File: src/rtl/system_load_buffer_pkg.sv
// Shared types for the load/store buffer stage: ld_code values, widths, FSM states.
// Latency: n/a (declarations only).
// Backpressure: n/a.
package system_types;

  localparam int REG_W  = 5;
  localparam int ADDR_W = 16;
  localparam int DATA_W = 32;

  // Destination-write source selected by decode
  localparam logic [1:0] LD_NONE = 2'b00;
  localparam logic [1:0] LD_ALU  = 2'b01;
  localparam logic [1:0] LD_MEM  = 2'b10;
  localparam logic [1:0] LD_IMM  = 2'b11;

  typedef enum logic [1:0] {
    IDLE    = 2'b00,
    WAIT_LD = 2'b01,
    WAIT_ST = 2'b10,
    WB      = 2'b11
  } lsb_state_t;

  // True for codes whose register write happens downstream in the same cycle
  function automatic logic is_direct_write(input logic [1:0] code);
    return (code == LD_ALU) || (code == LD_IMM);
  endfunction

endpackage

File: src/rtl/system_load_buffer_hazard.sv
// Stall decision for the load buffer: wait states plus read-after-load and write-collision hazards.
// Latency: purely combinational.
// Backpressure: stall_o is the backpressure itself; it holds decode while asserted.
module load_hazard_check
  import system_types::*;
#(
  parameter int RW = 5
) (
  input  lsb_state_t      state_i,
  input  logic [RW-1:0]   buf_last_i,
  input  logic [RW-1:0]   rs_a_i,
  input  logic [RW-1:0]   rs_b_i,
  input  logic [RW-1:0]   to_reg_i,
  input  logic [1:0]      ld_code_i,
  input  logic            op_valid_i,
  output logic            stall_o
);

  logic busy;
  logic in_wb;
  logic raw_hit;
  logic wr_hit;

  // Decode hazards against the register being written back this cycle
  always_comb begin
    busy    = (state_i == WAIT_LD) || (state_i == WAIT_ST);
    in_wb   = op_valid_i && (state_i == WB);
    // r0 never carries a buffered write, so reading it is never a hazard
    raw_hit = in_wb && (buf_last_i != '0) &&
              ((rs_a_i == buf_last_i) || (rs_b_i == buf_last_i));
    // The buffered write owns the port this cycle; a same-register direct write waits
    wr_hit  = in_wb && is_direct_write(ld_code_i) && (to_reg_i == buf_last_i);
    stall_o = busy || raw_hit || wr_hit;
  end

endmodule

File: src/rtl/system_load_buffer.sv
// Deferred load/store stage: issues one data-memory request at a time, returns load data as a one-cycle (buf_last, buf_data) pair.
// Latency: request one cycle after acceptance; load writeback one cycle after mem_ack (minimum 2 cycles).
// Backpressure: stall_o holds decode while a request is outstanding or a writeback hazard exists; mem_req holds until mem_ack.
module system_load_buffer
  import system_types::*;
#(
  parameter int ADDR_W = 16,
  parameter int DATA_W = 32,
  parameter int REG_W  = 5
) (
  input  logic              system1000,
  input  logic              system1000_rstn,
  input  logic              op_valid,
  input  logic [1:0]        ld_code,
  input  logic              st_en,
  input  logic [REG_W-1:0]  to_reg,
  input  logic [REG_W-1:0]  rs_a,
  input  logic [REG_W-1:0]  rs_b,
  input  logic [ADDR_W-1:0] mem_addr_i,
  input  logic [DATA_W-1:0] st_data_i,
  output logic              stall_o,
  output logic              mem_req,
  output logic              mem_we,
  output logic [ADDR_W-1:0] mem_addr,
  output logic [DATA_W-1:0] mem_wdata,
  input  logic              mem_ack,
  input  logic [DATA_W-1:0] mem_rdata,
  output logic [REG_W-1:0]  buf_last,
  output logic [DATA_W-1:0] buf_data
);

  lsb_state_t        state_q, state_d;
  logic [REG_W-1:0]  pend_reg_q, pend_reg_d;
  logic [ADDR_W-1:0] addr_q, addr_d;
  logic [DATA_W-1:0] wdata_q, wdata_d;
  logic [REG_W-1:0]  buf_last_q, buf_last_d;
  logic [DATA_W-1:0] buf_data_q, buf_data_d;

  logic accept;
  logic acc_load;
  logic acc_store;

  load_hazard_check #(
    .RW (REG_W)
  ) u_hazard (
    .state_i    (state_q),
    .buf_last_i (buf_last_q),
    .rs_a_i     (rs_a),
    .rs_b_i     (rs_b),
    .to_reg_i   (to_reg),
    .ld_code_i  (ld_code),
    .op_valid_i (op_valid),
    .stall_o    (stall_o)
  );

  // Acceptance only when no request is outstanding; direct writes need no local action
  always_comb begin
    accept    = op_valid && !stall_o && ((state_q == IDLE) || (state_q == WB));
    acc_load  = accept && (ld_code == LD_MEM);
    acc_store = accept && st_en && (ld_code != LD_MEM);
  end

  // Next-state and datapath capture
  always_comb begin
    state_d    = state_q;
    pend_reg_d = pend_reg_q;
    addr_d     = addr_q;
    wdata_d    = wdata_q;
    buf_last_d = '0;          // writeback lasts exactly one cycle
    buf_data_d = buf_data_q;

    unique case (state_q)
      IDLE, WB: begin
        // mem_ack is meaningless here and deliberately ignored
        if (acc_load) begin
          pend_reg_d = to_reg;
          addr_d     = mem_addr_i;
          state_d    = WAIT_LD;
        end else if (acc_store) begin
          addr_d     = mem_addr_i;
          wdata_d    = st_data_i;
          state_d    = WAIT_ST;
        end else begin
          state_d    = IDLE;
        end
      end
      WAIT_LD: begin
        if (mem_ack) begin
          buf_data_d = mem_rdata;
          buf_last_d = pend_reg_q;  // r0 destination yields buf_last = 0: no write
          state_d    = WB;
        end
      end
      WAIT_ST: begin
        if (mem_ack) begin
          state_d = IDLE;
        end
      end
      default: state_d = IDLE;
    endcase
  end

  // State and captured-operand registers
  always_ff @(posedge system1000 or negedge system1000_rstn) begin
    if (!system1000_rstn) begin
      state_q    <= IDLE;
      pend_reg_q <= '0;
      addr_q     <= '0;
      wdata_q    <= '0;
      buf_last_q <= '0;
      buf_data_q <= '0;
    end else begin
      state_q    <= state_d;
      pend_reg_q <= pend_reg_d;
      addr_q     <= addr_d;
      wdata_q    <= wdata_d;
      buf_last_q <= buf_last_d;
      buf_data_q <= buf_data_d;
    end
  end

  // Request is decoded from state so an async reset drops it without a clock edge
  always_comb begin
    mem_req   = (state_q == WAIT_LD) || (state_q == WAIT_ST);
    mem_we    = (state_q == WAIT_ST);
    mem_addr  = addr_q;
    mem_wdata = wdata_q;
    buf_last  = buf_last_q;
    buf_data  = buf_data_q;
  end

endmodule

File: config.mk
export PLATFORM = sky130hd
export DESIGN_NAME = system_load_buffer
export DESIGN_NICKNAME = d
export VERILOG_FILES = /design/src/rtl/system_load_buffer_pkg.sv /design/src/rtl/system_load_buffer_hazard.sv /design/src/rtl/system_load_buffer.sv
export SDC_FILE = /design/constraint.sdc
export NUM_CORES = 1
export LEC_CHECK = 0
export ABC_CLOCK_PERIOD_IN_PS = 2600
export CAP_MARGIN = 20
export CORE_MARGIN = 1
export CORE_UTILIZATION = 35
export DETAILED_ROUTE_END_ITERATION = 7
export PLACE_DENSITY = 0.78
export SETUP_SLACK_MARGIN = 0.05
export SYNTH_ARGS = -nofsm -noshare
export SYNTH_HDL_FRONTEND = slang
export SYNTH_HIERARCHICAL = 1
export SYNTH_SLANG_ARGS = --single-unit
File: constraint.sdc
create_clock -name system1000 -period 2.6 [get_ports system1000]
set_input_delay 0.65 -clock system1000 [delete_from_list [all_inputs] [get_ports system1000]]
set_output_delay 0.65 -clock system1000 [all_outputs]
set_load 0.005 [all_outputs]
==> reports/qor.log <==
qor: logic_synthesis.post_synth_inst_count 240
qor: logic_synthesis.synth_mux_area_share 27.8%
qor: worst_hold_path.hp-class in -> async
qor: timing.grt_setup_unrepaired false
qor: drt.antenna_left 0
qor: logic_synthesis.netlist.area_leader.share 60.0%
qor: global_routing.initial_antenna_violation_count 0
qor: finish.layout-drive-gt1-share 26.9%
qor: timing.max_freq 0.401 GHz
qor: logic_synthesis.synth_area_in_compound_gates 1.99%
qor: logic_synthesis.synth_simple_gate_area_share 3.62%
qor: status.status finished clean
qor: clock_tree.clk_pin_slew 0.09 ns
qor: clock_tree.worstSkewPairLatency 0.35 ns
qor: pwr.ir_worst_vdd 530 uV
qor: finish.n_antenna_cell 0
qor: finish.postLayoutCellArea 6310 um^2
qor: critical_path.timing_worst_setup_path_type in -> reg
qor: logic_synthesis.number_of_different_library_cells_in_the_post_synthesis_netlist 30
qor: placement.finalWeightedCongestion 0.778
qor: drt.drtIter0Drc 69
qor: clock_tree.clock_path_buffers 2
qor: placement.dp_hpwl 7300 um
qor: logic_synthesis.synth_sequential_area_ratio 60.0%
qor: timing.period_minus_slack 2.49 ns
qor: logic_synthesis.post-synth-top-area-cell sky130_fd_sc_hd__dfrtp_1
qor: clock_tree.cts_max_level 3
qor: finish.nNetsFinal 557
qor: pwr.p_comb_share 48.3%
qor: clock_tree.numClockSinks 92
qor: timing.worst_slew_pin_slew 0.420 ns
qor: job.maxCapViolCount 0
qor: die.start_util 36.7%
qor: logic_synthesis.largest_family_of_logic_cells_by_synthesized_area multiplexers
qor: die.die-area 11400 um^2
qor: placement.port_buffers 189
qor: logic_synthesis.synthXorXnorAreaFrac 3.43%
qor: pwr.design_power_total 6730 uW
qor: timing.final_hold_viol_count 0
qor: timing.timing.final.setup_violations 0
qor: clock_tree.tritoncts_clock_tree built
qor: global_routing.grt_first_pass_wirelength 15400 um
qor: logic_synthesis.synth_enable_flop_cells 0
qor: timing.fin_skew 0.00925 ns
qor: pwr.power.static_leakage 0.00284 uW
qor: drt.drt_wl_total 9830 um
qor: logic_synthesis.synth_most_common_cell sky130_fd_sc_hd__dfrtp_1
qor: placement.postPlaceCellArea 5990 um^2
qor: die.die-width 107 um
qor: die.floorplan.rows 37
qor: pwr.intPower 4870 uW
qor: logic_synthesis.synth_ff_type sky130_fd_sc_hd__dfrtp_1
qor: critical_path.critPathMaxFanout 7
qor: pwr.p_switching 1860 uW
qor: critical_path.end_kind register
qor: pwr.seqPwrFrac 37.3%
qor: drt.wl_per_cell 16.6 um
qor: logic_synthesis.yosys_register_bits 92
qor: critical_path.worstSetupStartpointType input pin
qor: logic_synthesis.yosys_warnings 6
qor: clock_tree.numCtsBuffers 9
qor: drt.vias_per_cell 4.61
qor: timing.slew-limit-headroom 72.0%
qor: global_routing.first_global_vias 3012
qor: drt.drt-pass1-iter-count 4
qor: pwr.share_of_total_power_consumed_by_net_switching 27.7%
qor: logic_synthesis.synth.net_count 345
qor: die.io_pins 190
qor: finish.fillCellCount 876
qor: clock_tree.clock-root-buffer sky130_fd_sc_hd__clkbuf_8
qor: timing.final-max-slew-violation-count 0
qor: critical_path.worst_ep_arrival_time 2.73 ns
qor: die.chip_height 107 um
qor: logic_synthesis.synth_top_cells_by_count sky130_fd_sc_hd__dfrtp_1, sky130_fd_sc_hd__mux2_2, sky130_fd_sc_hd__mux2_4, sky130_fd_sc_hd__xor2_1, sky130_fd_sc_hd__mux2_1
qor: pwr.p_per_area 1070 nW/um^2
qor: timing.timing.setup.tns 0 ns
qor: global_routing.pin_count_of_the_biggest_net_entering_global_routing 66
qor: pwr.clock_power_share 14.4%
qor: die.floorplan.core_area 10500 um^2
qor: finish.area_growth_syn_to_layout 64.6%
qor: timing.fin_crit_sh 95.8%
qor: logic_synthesis.async_reset_ff_share 100%
qor: logic_synthesis.ys_top_cells_by_area sky130_fd_sc_hd__dfrtp_1, sky130_fd_sc_hd__mux2_2, sky130_fd_sc_hd__mux2_4
qor: drt.drcViolationCount 0
qor: logic_synthesis.share_of_synthesized_cell_area_in_full_adder_half_adder_and_majority_cells 0.979%
qor: critical_path.cp_data_required_time 2.84 ns
qor: logic_synthesis.post_synth_instance_area 3830 um^2
qor: drt.num_vias 2731
qor: global_routing.global_route.usage.total 17.5%
qor: logic_synthesis.synth.avg_cell_area 16.0 um^2
qor: global_routing.grt_overflow_total 0
## per-layer routing
metal	global-route usage (%)	vias up	wire length, um
li1	-	1266	-
met5	0	-	0
met2	30.7	126	4980
met4	5.09	0	95
met3	5.84	9	755
met1	20.3	1330	4000
## timing repair
| item | CTS | global route |
|---|---|---|
| setup endpoints to repair | 37 | 49 |
| resized for setup | 16 | 14 |
| hold buffers | 0 | 0 |
| pin swaps | 5 | 9 |
| cloned | 1 | 1 |
| buffers inserted | 1 | 1 |
## layout by cell type (no fill, tap or decap), types with 2 or more instances in the layout
| cell type | instances |
|---|---|
| sky130_fd_sc_hd__ha_1 | 3 |
| sky130_fd_sc_hd__dlygate4sd2_1 | 5 |
| sky130_fd_sc_hd__dfrtp_1 | 91 |
| sky130_fd_sc_hd__nand3b_1 | 2 |
| sky130_fd_sc_hd__mux2_4 | 32 |
| sky130_fd_sc_hd__dlymetal6s2s_1 | 9 |
| sky130_fd_sc_hd__buf_4 | 15 |
| sky130_fd_sc_hd__clkdlybuf4s50_1 | 173 |
| sky130_fd_sc_hd__clkbuf_8 | 9 |
| sky130_fd_sc_hd__and3_1 | 6 |
| sky130_fd_sc_hd__mux2_1 | 10 |
| sky130_fd_sc_hd__xor2_1 | 13 |
| sky130_fd_sc_hd__inv_1 | 3 |
| sky130_fd_sc_hd__mux2_2 | 43 |
| sky130_fd_sc_hd__buf_6 | 2 |
| sky130_fd_sc_hd__inv_6 | 2 |
| sky130_fd_sc_hd__a221o_1 | 2 |
| sky130_fd_sc_hd__buf_12 | 3 |
| sky130_fd_sc_hd__clkinv_2 | 2 |
| sky130_fd_sc_hd__nor3_1 | 2 |
| sky130_fd_sc_hd__nor2_1 | 5 |
| sky130_fd_sc_hd__nand2_1 | 2 |
## power by group through the flow
stage | combinational, uW | sequential (uW) | clock, uW
2_1_floorplan | 1260 | 2550 | 0
6_report | 3250 | 2510 | 966
3_5_place_dp | 3180 | 2530 | 0
4_1_cts | 3270 | 2510 | 1010
3_3_place_gp | 3120 | 2490 | 0
5_1_grt | 3490 | 2600 | 1060
## path summary, 6_finish.rpt
path / startpoint / slack (ns) / endpoint / cells past startpoint
worst max-delay path: ld_code[0] / 0.11 / mem_wdata[31] / 9
worst min-delay path: system1000_rstn / 0.21 / mem_wdata[12] / 1
worst max register to register: buf_last[1] / 0.13 / mem_wdata[31] / 8
worst min register to register: mem_addr[11] / 0.49 / mem_addr[11] / 1
max in group asynchronous: system1000_rstn / 1.71 / buf_last[3] / 2
min in group system1000: mem_addr[11] / 0.49 / mem_addr[11] / 1
## worst max-delay path, stage by stage
cell                              delay, ns
sky130_fd_sc_hd__clkdlybuf4s50_1       0.43
sky130_fd_sc_hd__and3_1                0.20
sky130_fd_sc_hd__a31oi_1               0.16
sky130_fd_sc_hd__o21ai_1               0.09
sky130_fd_sc_hd__buf_4                 0.14
sky130_fd_sc_hd__and3b_4               0.28
sky130_fd_sc_hd__and3_4                0.30
sky130_fd_sc_hd__clkbuf_16             0.19
sky130_fd_sc_hd__mux2_4                0.29
## metrics by stage
step           hold slack (ns)  utilization (%)  worst slack [ns]  instances
2_1_floorplan            0.354                -             0.226        240
4_1_cts                  0.204             59.6            0.0331        591
5_1_grt                  0.217             60.3            0.0569        593
3_3_place_gp             0.473             57.2            -0.345        573
6_report                 0.211             60.3             0.109        593
3_5_place_dp             0.480             57.2            -0.437        573
## state kept, by name, indices dropped and copies added, names as in the netlist
signal / flops
pend_reg_q: 5
buf_data: 32
mem_wdata: 32
buf_last: 5
state_q: 2
mem_addr: 16
## layout make-up
class / count / area (um^2) / area share, %
inverter: 3 / 11.3 / 0.178
sequential: 92 / 2300 / 36.5
clock inverter: 7 / 73.8 / 1.17
multi-input combinational: 136 / 1490 / 23.6
timing repair buffer: 210 / 2140 / 33.9
clock buffer: 9 / 124 / 1.96
tap: 136 / 170 / 2.70
## kinds of logic after synthesis
family          after synthesis
compound gates                9
fa+ha+maj                     3
xor+xnor                     15
buf+inv                      12
simple gates                 24
mux                          85
flops                        92
No activity file was read; power rests on OpenSTA's default activity.
